==> src/rtl/lock_pkg.sv <==
// Shared definitions for the door-lock controller: state encodings and width helpers.
package lock_pkg;

    typedef enum logic [2:0] {
        ST_OFF   = 3'b000,
        ST_IDLE  = 3'b001,
        ST_OPEN  = 3'b100,
        ST_SETPW = 3'b101,
        ST_LOCK  = 3'b111
    } state_t;

    localparam int STATE_W            = 3;
    localparam int DEF_DIGITS         = 4;
    localparam int DEF_DIGIT_W        = 4;
    localparam int DEF_MAX_TRIES      = 3;
    localparam int DEF_LOCKOUT_CYCLES = 8;

    // Bits needed to hold the values 0..n inclusive.
    function automatic int cnt_width(input int n);
        return (n < 1) ? 1 : $clog2(n + 1);
    endfunction

endpackage

==> src/rtl/door_lock_ctrl_if.sv <==
// Keypad-side pulses and display/actuator-side status of the door-lock controller.
interface door_lock_ctrl_if #(
    parameter int DIGIT_W = 4,
    parameter int FAIL_W  = 2,
    parameter int TIMER_W = 4
) ();
    logic               power_toggle;
    logic               digit_valid;
    logic [DIGIT_W-1:0] digit;
    logic               star;
    logic               pw_change;
    logic [2:0]         state;
    logic               opened;
    logic               locked;
    logic [FAIL_W-1:0]  fail_count;
    logic [TIMER_W-1:0] lock_timer;

    modport master (
        output power_toggle, digit_valid, digit, star, pw_change,
        input  state, opened, locked, fail_count, lock_timer
    );

    modport slave (
        input  power_toggle, digit_valid, digit, star, pw_change,
        output state, opened, locked, fail_count, lock_timer
    );
endinterface

==> src/rtl/digit_shift_buffer.sv <==
// Code entry shift register (newest digit in the LS position) with a saturating digit count.
module digit_shift_buffer
    import lock_pkg::*;
#(
    parameter int DIGITS  = 4,
    parameter int DIGIT_W = 4
) (
    input  logic                      clk,
    input  logic                      reset,
    input  logic                      clear,
    input  logic                      shift_en,
    input  logic [DIGIT_W-1:0]        digit_in,
    output logic [DIGITS*DIGIT_W-1:0] buf_out,
    output logic                      full
);
    localparam int BUF_W = DIGITS * DIGIT_W;
    localparam int CNT_W = cnt_width(DIGITS);

    logic [BUF_W-1:0] buf_q;
    logic [CNT_W-1:0] cnt_q;

    always_ff @(posedge clk) begin
        if (reset || clear) begin
            buf_q <= '0;
            cnt_q <= '0;
        end else if (shift_en) begin
            // Oldest digit falls off the MS end.
            buf_q <= (buf_q << DIGIT_W) | BUF_W'(digit_in);
            if (cnt_q != CNT_W'(DIGITS))
                cnt_q <= cnt_q + CNT_W'(1);
        end
    end

    assign buf_out = buf_q;
    assign full    = (cnt_q == CNT_W'(DIGITS));
endmodule

==> src/rtl/door_lock_ctrl.sv <==
// Keypad door-lock controller: FSM, stored password, failed-attempt counter and lockout timer.
module door_lock_ctrl
    import lock_pkg::*;
#(
    parameter int                                  DIGITS         = 4,
    parameter int                                  DIGIT_W        = 4,
    parameter logic [DIGITS*DIGIT_W-1:0]           DEFAULT_PW     = 16'h1234,
    parameter int                                  MAX_TRIES      = 3,
    parameter int                                  LOCKOUT_CYCLES = 8
) (
    input  logic             clk,
    input  logic             reset,
    door_lock_ctrl_if.slave  bus
);
    localparam int BUF_W   = DIGITS * DIGIT_W;
    localparam int FAIL_W  = cnt_width(MAX_TRIES);
    localparam int TIMER_W = cnt_width(LOCKOUT_CYCLES);

    state_t             state_q, state_d;
    logic [FAIL_W-1:0]  fail_q, fail_d;
    logic [TIMER_W-1:0] timer_q, timer_d;
    logic [BUF_W-1:0]   pw_q, pw_d;
    logic               opened_q, locked_q;

    logic               buf_clear, buf_shift;
    logic [BUF_W-1:0]   entry_buf;
    logic               entry_full;

    digit_shift_buffer #(
        .DIGITS  (DIGITS),
        .DIGIT_W (DIGIT_W)
    ) u_entry (
        .clk      (clk),
        .reset    (reset),
        .clear    (buf_clear),
        .shift_en (buf_shift),
        .digit_in (bus.digit),
        .buf_out  (entry_buf),
        .full     (entry_full)
    );

    always_ff @(posedge clk) begin
        if (reset) begin
            state_q  <= ST_OFF;
            fail_q   <= '0;
            timer_q  <= '0;
            pw_q     <= DEFAULT_PW;
            opened_q <= 1'b0;
            locked_q <= 1'b0;
        end else begin
            state_q  <= state_d;
            fail_q   <= fail_d;
            timer_q  <= timer_d;
            pw_q     <= pw_d;
            opened_q <= (state_d == ST_OPEN);
            locked_q <= (state_d == ST_LOCK);
        end
    end

    // The if/else chains below encode input priority: power_toggle > star > pw_change > digit_valid.
    always_comb begin
        state_d   = state_q;
        fail_d    = fail_q;
        timer_d   = timer_q;
        pw_d      = pw_q;
        buf_clear = 1'b0;
        buf_shift = 1'b0;

        case (state_q)
            ST_OFF: begin
                if (bus.power_toggle)
                    state_d = ST_IDLE;
            end

            ST_IDLE: begin
                if (bus.power_toggle) begin
                    state_d   = ST_OFF;
                    buf_clear = 1'b1;
                end else if (bus.star) begin
                    buf_clear = 1'b1;
                    if (entry_full && (entry_buf == pw_q)) begin
                        state_d = ST_OPEN;
                        fail_d  = '0;
                    end else begin
                        fail_d = fail_q + FAIL_W'(1);
                        if (fail_d == FAIL_W'(MAX_TRIES)) begin
                            state_d = ST_LOCK;
                            timer_d = TIMER_W'(LOCKOUT_CYCLES);
                        end
                    end
                end else if (!bus.pw_change && bus.digit_valid) begin
                    buf_shift = 1'b1;
                end
            end

            ST_OPEN: begin
                if (bus.power_toggle) begin
                    state_d   = ST_OFF;
                    buf_clear = 1'b1;
                end else if (bus.star) begin
                    state_d = ST_IDLE;
                end else if (bus.pw_change) begin
                    state_d   = ST_SETPW;
                    buf_clear = 1'b1;
                end
            end

            ST_SETPW: begin
                if (bus.power_toggle) begin
                    state_d   = ST_OFF;
                    buf_clear = 1'b1;
                end else if (bus.star) begin
                    buf_clear = 1'b1;
                    if (entry_full) begin
                        pw_d    = entry_buf;
                        state_d = ST_IDLE;
                    end else begin
                        state_d = ST_OPEN;
                    end
                end else if (!bus.pw_change && bus.digit_valid) begin
                    buf_shift = 1'b1;
                end
            end

            ST_LOCK: begin
                // Lockout ends on the edge that sees the timer at 1.
                if (timer_q <= TIMER_W'(1)) begin
                    state_d = ST_IDLE;
                    timer_d = '0;
                    fail_d  = '0;
                end else begin
                    timer_d = timer_q - TIMER_W'(1);
                end
            end

            default: begin
                state_d   = ST_OFF;
                buf_clear = 1'b1;
            end
        endcase
    end

    assign bus.state      = state_q;
    assign bus.opened     = opened_q;
    assign bus.locked     = locked_q;
    assign bus.fail_count = fail_q;
    assign bus.lock_timer = timer_q;
endmodule

==> src/flat_wrapper.sv <==
// flat-port wrapper written by rule: the top's interface ports become plain ports
module door_lock_ctrl_flat import lock_pkg::*;
#(
    parameter int                                  DIGITS         = 4,
    parameter int                                  DIGIT_W        = 4,
    parameter logic [DIGITS*DIGIT_W-1:0]           DEFAULT_PW     = 16'h1234,
    parameter int                                  MAX_TRIES      = 3,
    parameter int                                  LOCKOUT_CYCLES = 8
)
  (clk, reset, bus_power_toggle, bus_digit_valid, bus_digit, bus_star, bus_pw_change, bus_state, bus_opened, bus_locked, bus_fail_count, bus_lock_timer);
  door_lock_ctrl_if #(.DIGIT_W(DIGIT_W), .FAIL_W(2), .TIMER_W(4)) bus_i ();
  input  logic clk;
  input  logic reset;
  input wire logic [$bits(bus_i.power_toggle)-1:0] bus_power_toggle;
  input wire logic [$bits(bus_i.digit_valid)-1:0] bus_digit_valid;
  input wire logic [$bits(bus_i.digit)-1:0] bus_digit;
  input wire logic [$bits(bus_i.star)-1:0] bus_star;
  input wire logic [$bits(bus_i.pw_change)-1:0] bus_pw_change;
  output wire logic [$bits(bus_i.state)-1:0] bus_state;
  output wire logic [$bits(bus_i.opened)-1:0] bus_opened;
  output wire logic [$bits(bus_i.locked)-1:0] bus_locked;
  output wire logic [$bits(bus_i.fail_count)-1:0] bus_fail_count;
  output wire logic [$bits(bus_i.lock_timer)-1:0] bus_lock_timer;
  assign bus_i.power_toggle = bus_power_toggle;
  assign bus_i.digit_valid = bus_digit_valid;
  assign bus_i.digit = bus_digit;
  assign bus_i.star = bus_star;
  assign bus_i.pw_change = bus_pw_change;
  assign bus_state = bus_i.state;
  assign bus_opened = bus_i.opened;
  assign bus_locked = bus_i.locked;
  assign bus_fail_count = bus_i.fail_count;
  assign bus_lock_timer = bus_i.lock_timer;
  door_lock_ctrl #(.DIGITS(DIGITS), .DIGIT_W(DIGIT_W), .DEFAULT_PW(DEFAULT_PW), .MAX_TRIES(MAX_TRIES), .LOCKOUT_CYCLES(LOCKOUT_CYCLES)) u_core (.clk(clk), .reset(reset), .bus(bus_i));
endmodule
==> config.mk <==
export PLATFORM = sky130hd
export DESIGN_NAME = door_lock_ctrl_flat
export DESIGN_NICKNAME = d
export VERILOG_FILES = /design/src/rtl/lock_pkg.sv /design/src/rtl/door_lock_ctrl_if.sv /design/src/rtl/digit_shift_buffer.sv /design/src/rtl/door_lock_ctrl.sv /design/src/flat_wrapper.sv
export SDC_FILE = /design/constraint.sdc
export NUM_CORES = 1
export LEC_CHECK = 0
export CORE_ASPECT_RATIO = 1.75
export CORE_MARGIN = 2
export CORE_UTILIZATION = 53
export DETAILED_ROUTE_END_ITERATION = 6
export PLACE_DENSITY = 0.75
export RECOVER_POWER = 25
export SETUP_SLACK_MARGIN = 0.3
export SLEW_MARGIN = 10
export SYNTH_ARGS = -nofsm -noshare
export SYNTH_HDL_FRONTEND = slang
export SYNTH_SLANG_ARGS = --single-unit
==> constraint.sdc <==
create_clock -name clk -period 3.36 [get_ports clk]
set_clock_uncertainty 0.1 [all_clocks]
set_input_delay 0.672 -clock clk [delete_from_list [all_inputs] [get_ports clk]]
set_output_delay 0.672 -clock clk [all_outputs]
set_load 0.02 [all_outputs]
==> flow_metrics.tcl <==
set metrics [dict create \
    dp_hpwl_mm 3.33 \
    rows 31 \
    yosys_most_used_dff "dfxtp_1" \
    cp.required_ps 2590 \
    port_buffers 20 \
    grt_pass1_vias 1722 \
    ys_seq_area_frac 0.411 \
    overflow 0 \
    avgSynthCellArea_um2 8.34 \
    yosys_warnings 0 \
    max_freq_mhz 396 \
    dr_wl_met3_um 124 \
    ys_ff_latch 46 \
    drt-total-wl_mm 4.66 \
    timing.slew.headroom 0.480 \
    track_usage 0.211 \
    cts_tree "yes" \
    root_buffer "clkbuf_8" \
    grt_pass1_wl_mm 7.55 \
    grt_max_degree 27 \
    critPathMaxFanout 20 \
    die_area_um2 4790 \
    cp_slowest_cell "dfxtp_1" \
    synth_fp_nets 284 \
    routed-wl-met2_mm 2.68 \
    via_count 1875 \
    worst-setup-path-type "flip-flop to output pin" \
    synth-async-reset-ratio 0 \
    core_area_um2 4110 \
    start_util 0.545 \
    postCtsSetupBuffers 0 \
    regToRegEndpoint "u_core.pw_q[2]" \
    hp-start "u_core.u_entry.buf_out[13]" \
    clk_latency_ps 300 \
    multi_input_area_um2 1190 \
    synth-edff-count 0 \
    final_nets 300 \
    ctsHoldBuffers 0 \
    ctsResizeCount 0 \
    antenna_found_initial 0 \
    r2r_setup_slack_ps 1200 \
    tightest_slew_ps 773 \
    r2r-start "u_core.bus.state[0]" \
    critPathArrivalTime_ps 1760 \
    p_leak_nw 0.982 \
    holdPathStages 2 \
    path_buf_inv 1 \
    hold_viol 0 \
    start_kind "flip-flop" \
    synth_area_um2 2240 \
    top_layer_used "met4" \
    ir_drop_mv 0.300 \
    die_height_um 90.0 \
    wl_per_cell_um 13.9 \
    die_w_um 53.2 \
    cts.htree.levels 2 \
    drtPass1Iterations 4 \
    timing.setup.tns_ps 0 \
    period_share 0.752 \
    p_per_area_nw_per_um2 381 \
    diodes 0 \
    drc 0 \
    status "finished clean" \
    finalPower_w 0.000972 \
    finalWeightedCongestion 0.772 \
    ant_nets 0 \
    max-clock-path-buffers 2 \
    area_growth_pct 13.8 \
    reg2reg_depth 4 \
    finalSetupViolCount 0 \
    rsz0062_at_grt "no" \
    drt-met1-wl_mm 1.79 \
    min_period_ps 2530 \
    endpoint_kind "output pin" \
    crit_family "flip-flops" \
    fillers 387 \
    holdCritPathClass "flip-flop to flip-flop" \
    tritoncts.num_buffers 5 \
    seq_area_um2 921 \
    dr.first_iter.drc_count 51 \
    crit_path_max_incr_delay_ps 740 \
    ys_types 46 \
    vias_per_cell 5.60 \
    drive_gt1_frac 0.0629 \
    io_pins 21 \
    crit_chain "clkdlybuf4s50_1" \
    drv_cap 0 \
    cts_sinks 46 \
    syn_inst 269 \
    clkSlewWorstSetupHoldPaths_ps 90 \
    worstHoldEndpoint "u_core.u_entry.buf_out[13]" \
    slew_violations 0 \
]
[state kept, by name (all words and copies together) (netlist names)]
signal	flops
u_core.bus.state	3
u_core.pw_q	16
u_core.bus.fail_count	2
u_core.bus.locked	1
u_core.bus.opened	1
u_core.u_entry.cnt_q	3
u_core.u_entry.buf_out	16
u_core.bus.lock_timer	4
[worst max-delay path by stage]
stage                              from         endpoint  slack, ps  cells after the start
floorplan              bus_power_toggle  u_core.pw_q[12]       1300                      5
global placement               bus_star   u_core.pw_q[4]        770                      5
detailed placement             bus_star   u_core.pw_q[2]        740                      5
CTS                 u_core.bus.state[0]     bus_state[0]        820                      1
global route        u_core.bus.state[0]     bus_state[0]        760                      1
finish              u_core.bus.state[0]     bus_state[0]        830                      1
[synth_stat cells, types with 2 or more instances]
master	number	area, um2
xor2_1	4	35.0
a31o_2	2	17.5
xnor2_1	14	123
nand3_1	3	15.0
a21boi_0	2	15.0
inv_1	12	45.0
nand3b_1	2	15.0
dfxtp_1	46	921
nand2_1	41	154
a21oi_1	24	120
mux2i_1	13	130
buf_6	2	22.5
a21o_1	2	15.0
o21ai_1	2	10.0
nor2_1	31	116
a211o_1	5	43.8
buf_2	7	35.0
nand4_1	4	25.0
clkbuf_1	5	18.8
a31oi_1	3	18.8
o21a_1	2	15.0
ha_1	5	62.6
and3_1	3	18.8
o31ai_1	3	22.5
o21ai_0	3	15.0
nor3_1	6	30.0
a211oi_1	3	22.5
a22o_1	2	17.5
[placed cells by master (no fill, tap or decap), drive strengths merged, types with 2 or more instances in the layout]
master / synthesis / layout
inv: 12 / 13
o21ai: 5 / 5
nand3b: 2 / 2
buf: 10 / 5
a21oi: 24 / 24
dlygate4sd3: 0 / 7
a211oi: 3 / 3
a31oi: 3 / 3
nor3: 6 / 6
nand2: 41 / 41
xnor2: 14 / 14
nand3: 4 / 4
o31ai: 3 / 3
a21boi: 2 / 2
a22o: 2 / 2
a31o: 2 / 2
clkbuf: 6 / 6
nand4: 4 / 4
xor2: 4 / 4
o21a: 2 / 2
a21o: 2 / 2
a211o: 5 / 5
dfxtp: 46 / 46
and3: 3 / 3
mux2i: 13 / 13
nor2: 31 / 31
clkdlybuf4s50: 0 / 13
ha: 5 / 5
[power by group]
part	internal, W	switching, W	leakage [nW]
sequential	0.000547	0.00000653	0.371
combinational	0.0000248	0.0000295	0.563
clock	0.000169	0.000194	0.0478
[kinds of logic after synthesis]
family / share of synthesized area
AOI/OAI and AO/OA: 0.168
adders and majority gates: 0.0279
DFF: 0.411
and+or+nand+nor: 0.205
muxes: 0.0580
xor gates and xnor gates: 0.0703
buffers and inverters: 0.0597
[per-stage QoR]
step	hold slack, ps	cells	cell area, um2	utilization	setup slack, ps
detailed placement	373	327	2450	0.596	740
finish	388	335	2550	0.621	832
floorplan	356	269	2240	-	1300
global placement	364	327	2450	0.596	769
CTS	390	335	2550	0.621	822
global route	416	335	2550	0.621	758
[per-layer routing]
layer / global-route usage / up-vias
met4: 0.0705 / 0
met2: 0.409 / 30
met5: 0 / -
met3: 0.0399 / 6
li1: - / 951
met1: 0.204 / 888
[area by class of cell]
class / instances / share of cell area
repair buffers: 25 / 0.0932
well taps: 49 / 0.0240
clock buffers: 6 / 0.0324
multi-input cells: 195 / 0.465
clock inverters: 2 / 0.00638
flip-flops and latches: 46 / 0.361
inverters: 12 / 0.0177
Power figures use the tool's default switching activity.
